===== src/rtl/tpu_pkg.sv =====
// Shared types and defaults for the systolic array front-end blocks.
package tpu_pkg;

  typedef enum logic [2:0] {
    S_IDLE  = 3'd0,
    S_CLEAR = 3'd1,
    S_FEED  = 3'd2,
    S_DRAIN = 3'd3,
    S_DONE  = 3'd4
  } state_t;

  localparam int DATA_WIDTH_DEF = 8;
  localparam int N_DEF          = 4;

  function automatic int lane_lsb(input int lane, input int width);
    return lane * width;
  endfunction

endpackage


===== src/rtl/skew_lane.sv =====
// One skew lane: DEPTH-stage data+tag shift register with advance enable and sync clear.
module skew_lane #(
  parameter int DEPTH      = 1,
  parameter int Data_Width = 8
) (
  input  logic                  clk,
  input  logic                  clr,
  input  logic                  adv,
  input  logic [Data_Width-1:0] in_data,
  input  logic                  in_tag,
  output logic [Data_Width-1:0] out_data,
  output logic                  out_tag
);

  logic [Data_Width-1:0] data_q [DEPTH];
  logic [Data_Width-1:0] data_d [DEPTH];
  logic [DEPTH-1:0]      tag_q;
  logic [DEPTH-1:0]      tag_d;

  always_comb begin
    data_d = data_q;
    tag_d  = tag_q;
    if (adv) begin
      data_d[0] = in_data;
      tag_d[0]  = in_tag;
      for (int k = 1; k < DEPTH; k++) begin
        data_d[k] = data_q[k-1];
        tag_d[k]  = tag_q[k-1];
      end
    end else begin
      data_d = data_q;
      tag_d  = tag_q;
    end
  end

  always_ff @(posedge clk) begin
    if (clr) begin
      data_q <= '{default: '0};
      tag_q  <= '0;
    end else begin
      data_q <= data_d;
      tag_q  <= tag_d;
    end
  end

  assign out_data = data_q[DEPTH-1];
  assign out_tag  = tag_q[DEPTH-1];

endmodule


===== src/rtl/systolic_skew_feeder.sv =====
// Feeds one edge of the systolic MAC array: lane i delayed by i advances,
// zero flush after the last vector, accumulator clear before each job.
module systolic_skew_feeder
  import tpu_pkg::*;
#(
  parameter int Data_Width = DATA_WIDTH_DEF,
  parameter int N          = N_DEF,
  parameter int LEN_W      = 8
) (
  input  logic                    clk,
  input  logic                    rst,
  input  logic                    start,
  input  logic [LEN_W-1:0]        len,
  input  logic [N*Data_Width-1:0] in_data,
  input  logic                    in_valid,
  output logic                    in_ready,
  input  logic                    waitrequest,
  output logic [N*Data_Width-1:0] out_data,
  output logic [N-1:0]            out_valid,
  output logic                    acc_clear,
  output logic                    busy,
  output logic                    done
);

  localparam int DR_W = $clog2(N + 1);

  state_t                  state_q, state_d;
  logic [LEN_W-1:0]        cnt_q, cnt_d;
  logic [DR_W-1:0]         drain_q, drain_d;
  logic                    adv;
  logic [N*Data_Width-1:0] feed_data;
  logic                    feed_tag;

  always_comb begin
    state_d   = state_q;
    cnt_d     = cnt_q;
    drain_d   = drain_q;
    adv       = 1'b0;
    feed_data = '0;
    feed_tag  = 1'b0;
    in_ready  = 1'b0;
    case (state_q)
      S_IDLE: begin
        if (start) begin
          state_d = S_CLEAR;
          cnt_d   = len;
        end else begin
          state_d = S_IDLE;
        end
      end
      // CLEAR ignores waitrequest so the MAC clear is always a single cycle
      S_CLEAR: begin
        if (cnt_q == '0) state_d = S_DONE;
        else             state_d = S_FEED;
      end
      S_FEED: begin
        in_ready = !waitrequest;
        adv      = !waitrequest;
        if (adv && in_valid) begin
          feed_data = in_data;
          feed_tag  = 1'b1;
          cnt_d     = cnt_q - LEN_W'(1);
          if (cnt_q == LEN_W'(1)) begin
            if (N == 1) begin
              state_d = S_DONE;
            end else begin
              state_d = S_DRAIN;
              drain_d = DR_W'(N - 1);
            end
          end else begin
            state_d = S_FEED;
          end
        end else begin
          state_d = S_FEED;
        end
      end
      S_DRAIN: begin
        adv = !waitrequest;
        if (adv) begin
          drain_d = drain_q - DR_W'(1);
          if (drain_q == DR_W'(1)) state_d = S_DONE;
          else                     state_d = S_DRAIN;
        end else begin
          state_d = S_DRAIN;
        end
      end
      S_DONE: begin
        adv = !waitrequest;
        if (adv) state_d = S_IDLE;
        else     state_d = S_DONE;
      end
      default: state_d = S_IDLE;
    endcase
  end

  always_ff @(posedge clk) begin
    if (rst) begin
      state_q <= S_IDLE;
      cnt_q   <= '0;
      drain_q <= '0;
    end else begin
      state_q <= state_d;
      cnt_q   <= cnt_d;
      drain_q <= drain_d;
    end
  end

  assign acc_clear = (state_q == S_CLEAR);
  assign busy      = (state_q != S_IDLE);
  assign done      = (state_q == S_DONE);

  for (genvar i = 0; i < N; i++) begin : g_lane
    skew_lane #(
      .DEPTH      (i + 1),
      .Data_Width (Data_Width)
    ) u_lane (
      .clk      (clk),
      .clr      (rst),
      .adv      (adv),
      .in_data  (feed_data[lane_lsb(i, Data_Width) +: Data_Width]),
      .in_tag   (feed_tag),
      .out_data (out_data[lane_lsb(i, Data_Width) +: Data_Width]),
      .out_tag  (out_valid[i])
    );
  end

endmodule


===== config.mk =====
export PLATFORM = sky130hd
export DESIGN_NAME = systolic_skew_feeder
export DESIGN_NICKNAME = d
export VERILOG_FILES = /design/src/rtl/tpu_pkg.sv /design/src/rtl/skew_lane.sv /design/src/rtl/systolic_skew_feeder.sv
export SDC_FILE = /design/constraint.sdc
export NUM_CORES = 1
export LEC_CHECK = 0
export CAP_MARGIN = 20
export CORE_ASPECT_RATIO = 1.2
export CORE_MARGIN = 4
export CORE_UTILIZATION = 45
export DETAILED_ROUTE_END_ITERATION = 8
export HOLD_SLACK_MARGIN = 0.06
export PLACE_DENSITY = 0.73
export REMOVE_ABC_BUFFERS = 1
export SETUP_SLACK_MARGIN = 0.02
export SYNTH_ARGS = -nofsm -noshare
export SYNTH_HDL_FRONTEND = slang
export SYNTH_SLANG_ARGS = --single-unit

===== constraint.sdc =====
create_clock -name clk -period 1.7 [get_ports clk]
set_input_delay 0.34 -clock clk [delete_from_list [all_inputs] [get_ports clk]]
set_output_delay 0.34 -clock clk [all_outputs]
set_load 0.02 [all_outputs]

Word-level counts from Yosys, hierarchy flattened. Index checks and enable logic that the tools add are counted.

Bits in registers: 104. Output and inout bits: 40. Logic and storage cells: 60.

Add/subtract/negate cells: 2. Eq/ne operators: 10. Mux-type cells: 21. Reduce and logical (&&, ||, !) cells: 10.

Operator list (count): $mux 32 (2); $mux 3 (8); $mux 8 (2); $pmux 8 s2 (1); $pmux 3 s5 (1); $eq 8x1->1 const B (1); $logic_not 8->1 (1); $ne 2x2->1 const B (4); $sub 8x1->8 const B (1); $eq 3x1->1 const B (2); $eq 3x2->1 const B (2); $mux 1 (6); $pmux 3 s2 (1); $reduce_and 4->1 (1); $reduce_bool 2->1 (2); $eq 3x3->1 const B (1); $logic_not 3->1 (1); $reduce_and 3->1 (1); $reduce_bool 3->1 (1); $reduce_or 3->1 (1); $sub 3x1->3 const B (1); $logic_and 1x1->1 (1); $logic_not 1->1 (1).

Longest topological paths before layout.
Depth in word-level cells: 4. Depth in mapped cells: 7. Depth with buffers taken out: 6.

By module. Synthesis repeated with hierarchy kept, for this count alone.

Cell total of the unflattened synthesis: 472. Area total of the unflattened synthesis: 4645.7 µm².

Modules (own cells, without submodules): skew_lane at g_lane[3].u_lane (instances 1, cells an instance 124, area an instance 1366.3 µm²); systolic_skew_feeder (instances 1, cells an instance 158, area an instance 1212.4 µm²); skew_lane at g_lane[2].u_lane (instances 1, cells an instance 95, area an instance 1038.5 µm²); skew_lane at g_lane[1].u_lane (instances 1, cells an instance 66, area an instance 709.4 µm²); skew_lane at g_lane[0].u_lane (instances 1, cells an instance 29, area an instance 319.1 µm²).

Worst setup path before layout. No wires, ideal clock.

Path kind: register to register. Start: register state_q[2]. End: register g_lane[0].u_lane.data_q (netlist bit g_lane[0].u_lane.out_data[0]). Setup time: 0.134 ns. Arrival: 1.606 ns. Data required time: 1.566 ns. Slack: -0.040 ns. Stages on the path, launching flop included: 8. Buffers on the path: 3. Period minus slack after synthesis: 1.740 ns. Path through: dfxtp_1 -> buf_6 -> nor3b_2 -> o21bai_1 -> buf_2 -> buf_4 -> a22oi_2 -> nor2_2.

Longest elaborated chain between the ends: 3. Elaborated cells on any way between the ends: 6. Those cells by class: eq/ne (3); mux (2); reduce/logical (1).

RTL lines: start: declaration (RTL line systolic_skew_feeder.sv:27) `state_t state_q, state_d;`; start signal: assignment (RTL line systolic_skew_feeder.sv:102) `state_q <= state_d;`; $eq 3x3->1; named net done (RTL line systolic_skew_feeder.sv:22) `output logic done`; $reduce_or 3->1 (no source line); $mux 1; end signal: assignment (RTL line skew_lane.sv:41) `data_q <= data_d;`; end: declaration (RTL line skew_lane.sv:15) `logic [Data_Width-1:0] data_q [DEPTH];`.

The timed path passes the listed nets, and every way through them passes these cells. A chain may end at the register's enable or synchronous reset.

Worst setup path after layout.
Start: register state_q[1]. End: output in_ready.

Longest elaborated chain between the ends: 2.

RTL lines: $eq 3x2->1 (RTL line systolic_skew_feeder.sv:42) `case (state_q)`; $mux 1 (RTL line systolic_skew_feeder.sv:42); end: declaration (RTL line systolic_skew_feeder.sv:16) `output logic in_ready,`.

No other way between the ends.

==> flow_metrics.py <==
metrics = {
    "outcome": {
        "outcome": "finished, violations left",
        "violations": "setup timing",
    },
    "grt": {
        "grt_pass1_wl_um": 14800,
        "track_usage": 0.170,
        "grt_pass1_vias": 3257,
        "grt_max_degree": 38,
        "antenna_found_initial": 0,
        "grt-ovfl-total": 0,
    },
    "route": {
        "drtIter0Drc": 160,
        "vias_per_cell": 5.15,
        "drc": 0,
        "ant_nets": 0,
        "wl_per_cell_um": 14.7,
        "dr.pass1.iters": 4,
        "vias": 3534,
        "wirelength_um": 10100,
    },
    "setup_path": {
        "path_delay_family": "simple AND/OR/NAND/NOR gates",
        "critPathBufInv": 1,
        "endpoint_kind": "output port",
        "slowest_delay_ps": 430,
        "critPathKind": "reg -> out",
        "ff2ff_path_depth": 7,
        "crit_chain": "or3b_4 -> nor2_4 -> buf_6",
        "crit_start": "state_q[1]",
        "r2r-start": "state_q[1]",
        "path_max_fanout": 2,
        "required_ps": 1360,
        "cpMaxStageDelayCell": "or3b_4",
        "cp.depth": 3,
        "cp.arrival_ps": 1360,
        "worstSetupStartpointType": "flop",
    },
    "final_layout": {
        "area_delta_synth_final_pct": 36.0,
        "drive_gt1_frac": 0.267,
        "fin_area_um2": 5760,
        "antennaDiodeCount": 0,
        "final_core_util": 0.631,
        "nets": 611,
        "nFillCells": 753,
    },
    "clock_network": {
        "clock-sinks": 98,
        "path_clk_slew_ps": 100,
        "cts_tree": "yes",
        "clk_latency_ps": 360,
        "cts_inserted_buffers": 9,
        "ctsHoldBuffers": 0,
        "cts_max_level": 3,
        "clock_path_buffers": 2,
        "clockRootBuffer": "clkbuf_8",
    },
    "job": {
        "drv_cap": 0,
    },
    "sta": {
        "finalMaxSlewViolations": 0,
        "clock_skew_ps": 13.2,
        "fmax_ghz": 0.587,
        "fin_ws_ps": -3.29,
        "min_period_over_period": 1.00,
        "tightest_slew_ps": 318,
        "timing.hold.ws_ps": 341,
        "final_hold_viol_count": 0,
        "finalSetupViolations": 2,
        "slew_headroom": 0.786,
        "period_needed_ps": 1700,
        "rsz0062_at_grt": "true",
    },
    "floorplan": {
        "core_um2": 9130,
        "io_pins": 85,
        "dieArea_um2": 11000,
        "initial_core_util": 0.464,
        "rows": 38,
        "die_y_um": 114,
        "dieWidth_um": 96.6,
    },
    "synth": {
        "yosysMostFrequentCell": "nand2_1",
        "yosys.area_share.adder": 0.0148,
        "yosysWarnings": 0,
        "ys_top_cells_by_count": "113 x nand2_1, 98 x dfxtp_1, 64 x a21oi_1",
        "ys_seq_elements": 98,
        "yosys-mux-area-fraction": 0,
        "synth_area_per_cell_um2": 8.75,
        "synth_xor_area_frac": 0,
        "synth_edf_count": 0,
        "seq_area_frac_synth": 0.463,
        "yosysTopAreaCellShare": 0.463,
        "netlist_top_cells_area": "dfxtp_1 46%, nand2_1 10%, a22oi_2 8.6%, a21oi_1 7.6%, buf_4 5.5%",
        "synthSimpleGateAreaFrac": 0.207,
        "synth-main-ff-cell": "dfxtp_1",
        "synth-compound-area-share": 0.215,
        "syn-cell-area_um2": 4230,
        "netlist_instances": 484,
        "synth_top_family_by_area": "compound AO/OA/AOI/OAI gates",
        "synthArstFlopShare": 0,
        "netlist-cell-type-count": 39,
        "synth_top_area_cell": "dfxtp_1",
    },
    "power": {
        "ir_drop_uv": 551,
        "totalPowerFinal_mw": 5.09,
        "leakagePower_nw": 2.28,
        "powerDensity_nw_per_um2": 884,
    },
    "place": {
        "gp_congestion": 0.829,
        "io_buffers": 84,
        "post-place-ws_ps": -248,
        "placed_area_um2": 5130,
        "hpwl_um": 6080,
    },
    "min_path": {
        "holdCritStartpoint": "rst",
        "hold_path_class": "in -> reg",
        "whs_path_depth": 2,
    },
}
cells by family after synthesis:
kind of cell / after synthesis
adder cells (fa/ha/maj): 5
AO/OA/AOI/OAI: 124
buffers and inverters: 70
flip-flops: 98
AND/OR/NAND/NOR: 187
worst reg2reg max path, stage by stage (launching register included):
cell and delay, ps:
dfxtp_2 360, or3b_4 430, buf_12 150, nor3b_4 170, buf_6 200, buf_4 130, a32oi_1 120, nor2_1 100
worst paths after layout:
path | slack [ps] | endpoint
min | 340 | g_lane[0].u_lane.out_data[5]
max reg2reg | -3 | state_q[0]
max | -3 | in_ready
min reg2reg | 450 | g_lane[3].u_lane.data_q[14]
metrics by stage:
stage	cells	TNS [ps]
floorplan	420	-266080
global placement	650	-5690
detailed placement	650	-7070
CTS	675	-27.5
global route	686	-1060
finish	686	-4.96
routing by layer:
| metal | share of wire | track usage |
|---|---|---|
| met1 | 0.41 | 0.198 |
| met2 | 0.51 | 0.287 |
| met3 | 0.057 | 0.0394 |
| met4 | 0.023 | 0.0889 |
| met5 | 0 | 0 |
power by group:
part / total, mW / leakage [nW] / switching, mW / internal [mW]
registers: 2.40 / 0.792 / 0.0483 / 2.35
clock network: 1.64 / 0.109 / 0.773 / 0.865
logic: 1.05 / 1.38 / 0.529 / 0.526
cells in the final DEF, fill, tap and decap left out, drive strengths merged, types with 3 or more instances in the layout:
master,count
a211oi,3
a21o,8
a21oi,65
a22oi,32
and2,3
buf,45
clkbuf,17
clkdlybuf4s50,49
dfxtp,98
dlygate4sd2,18
dlymetal6s2s,12
ha,5
inv,6
nand2,113
nand3,5
nand3b,3
nor2,45
nor3b,6
o21ai,7
cell type report:
type                            count  area (um2)  area share
Sequential cell                    98        1970       0.341
Tap cell                          120         150      0.0261
Inverter                            6        22.5     0.00391
Clock inverter                      5        77.6      0.0135
Timing Repair Buffer              130        1440       0.250
Multi-Input combinational cell    316        1960       0.340
Clock buffer                       11         141      0.0246
registers in the layout (all words and copies together), names as in the netlist:
register	flops
g_lane.u_lane.data_q	48
drain_q	3
state_q	3
g_lane.u_lane.out_data	32
g_lane.u_lane.tag_q	4
cnt_q	8
repair_timing:
item | CTS | global route
cloned | 0 | 7
setup buffers | 9 | 4
endpoints found under the setup margin | 56 | 80
resized for setup | 43 | 51
pin swaps | 3 | 6
Note: power is estimated with default switching activity, not from simulation.
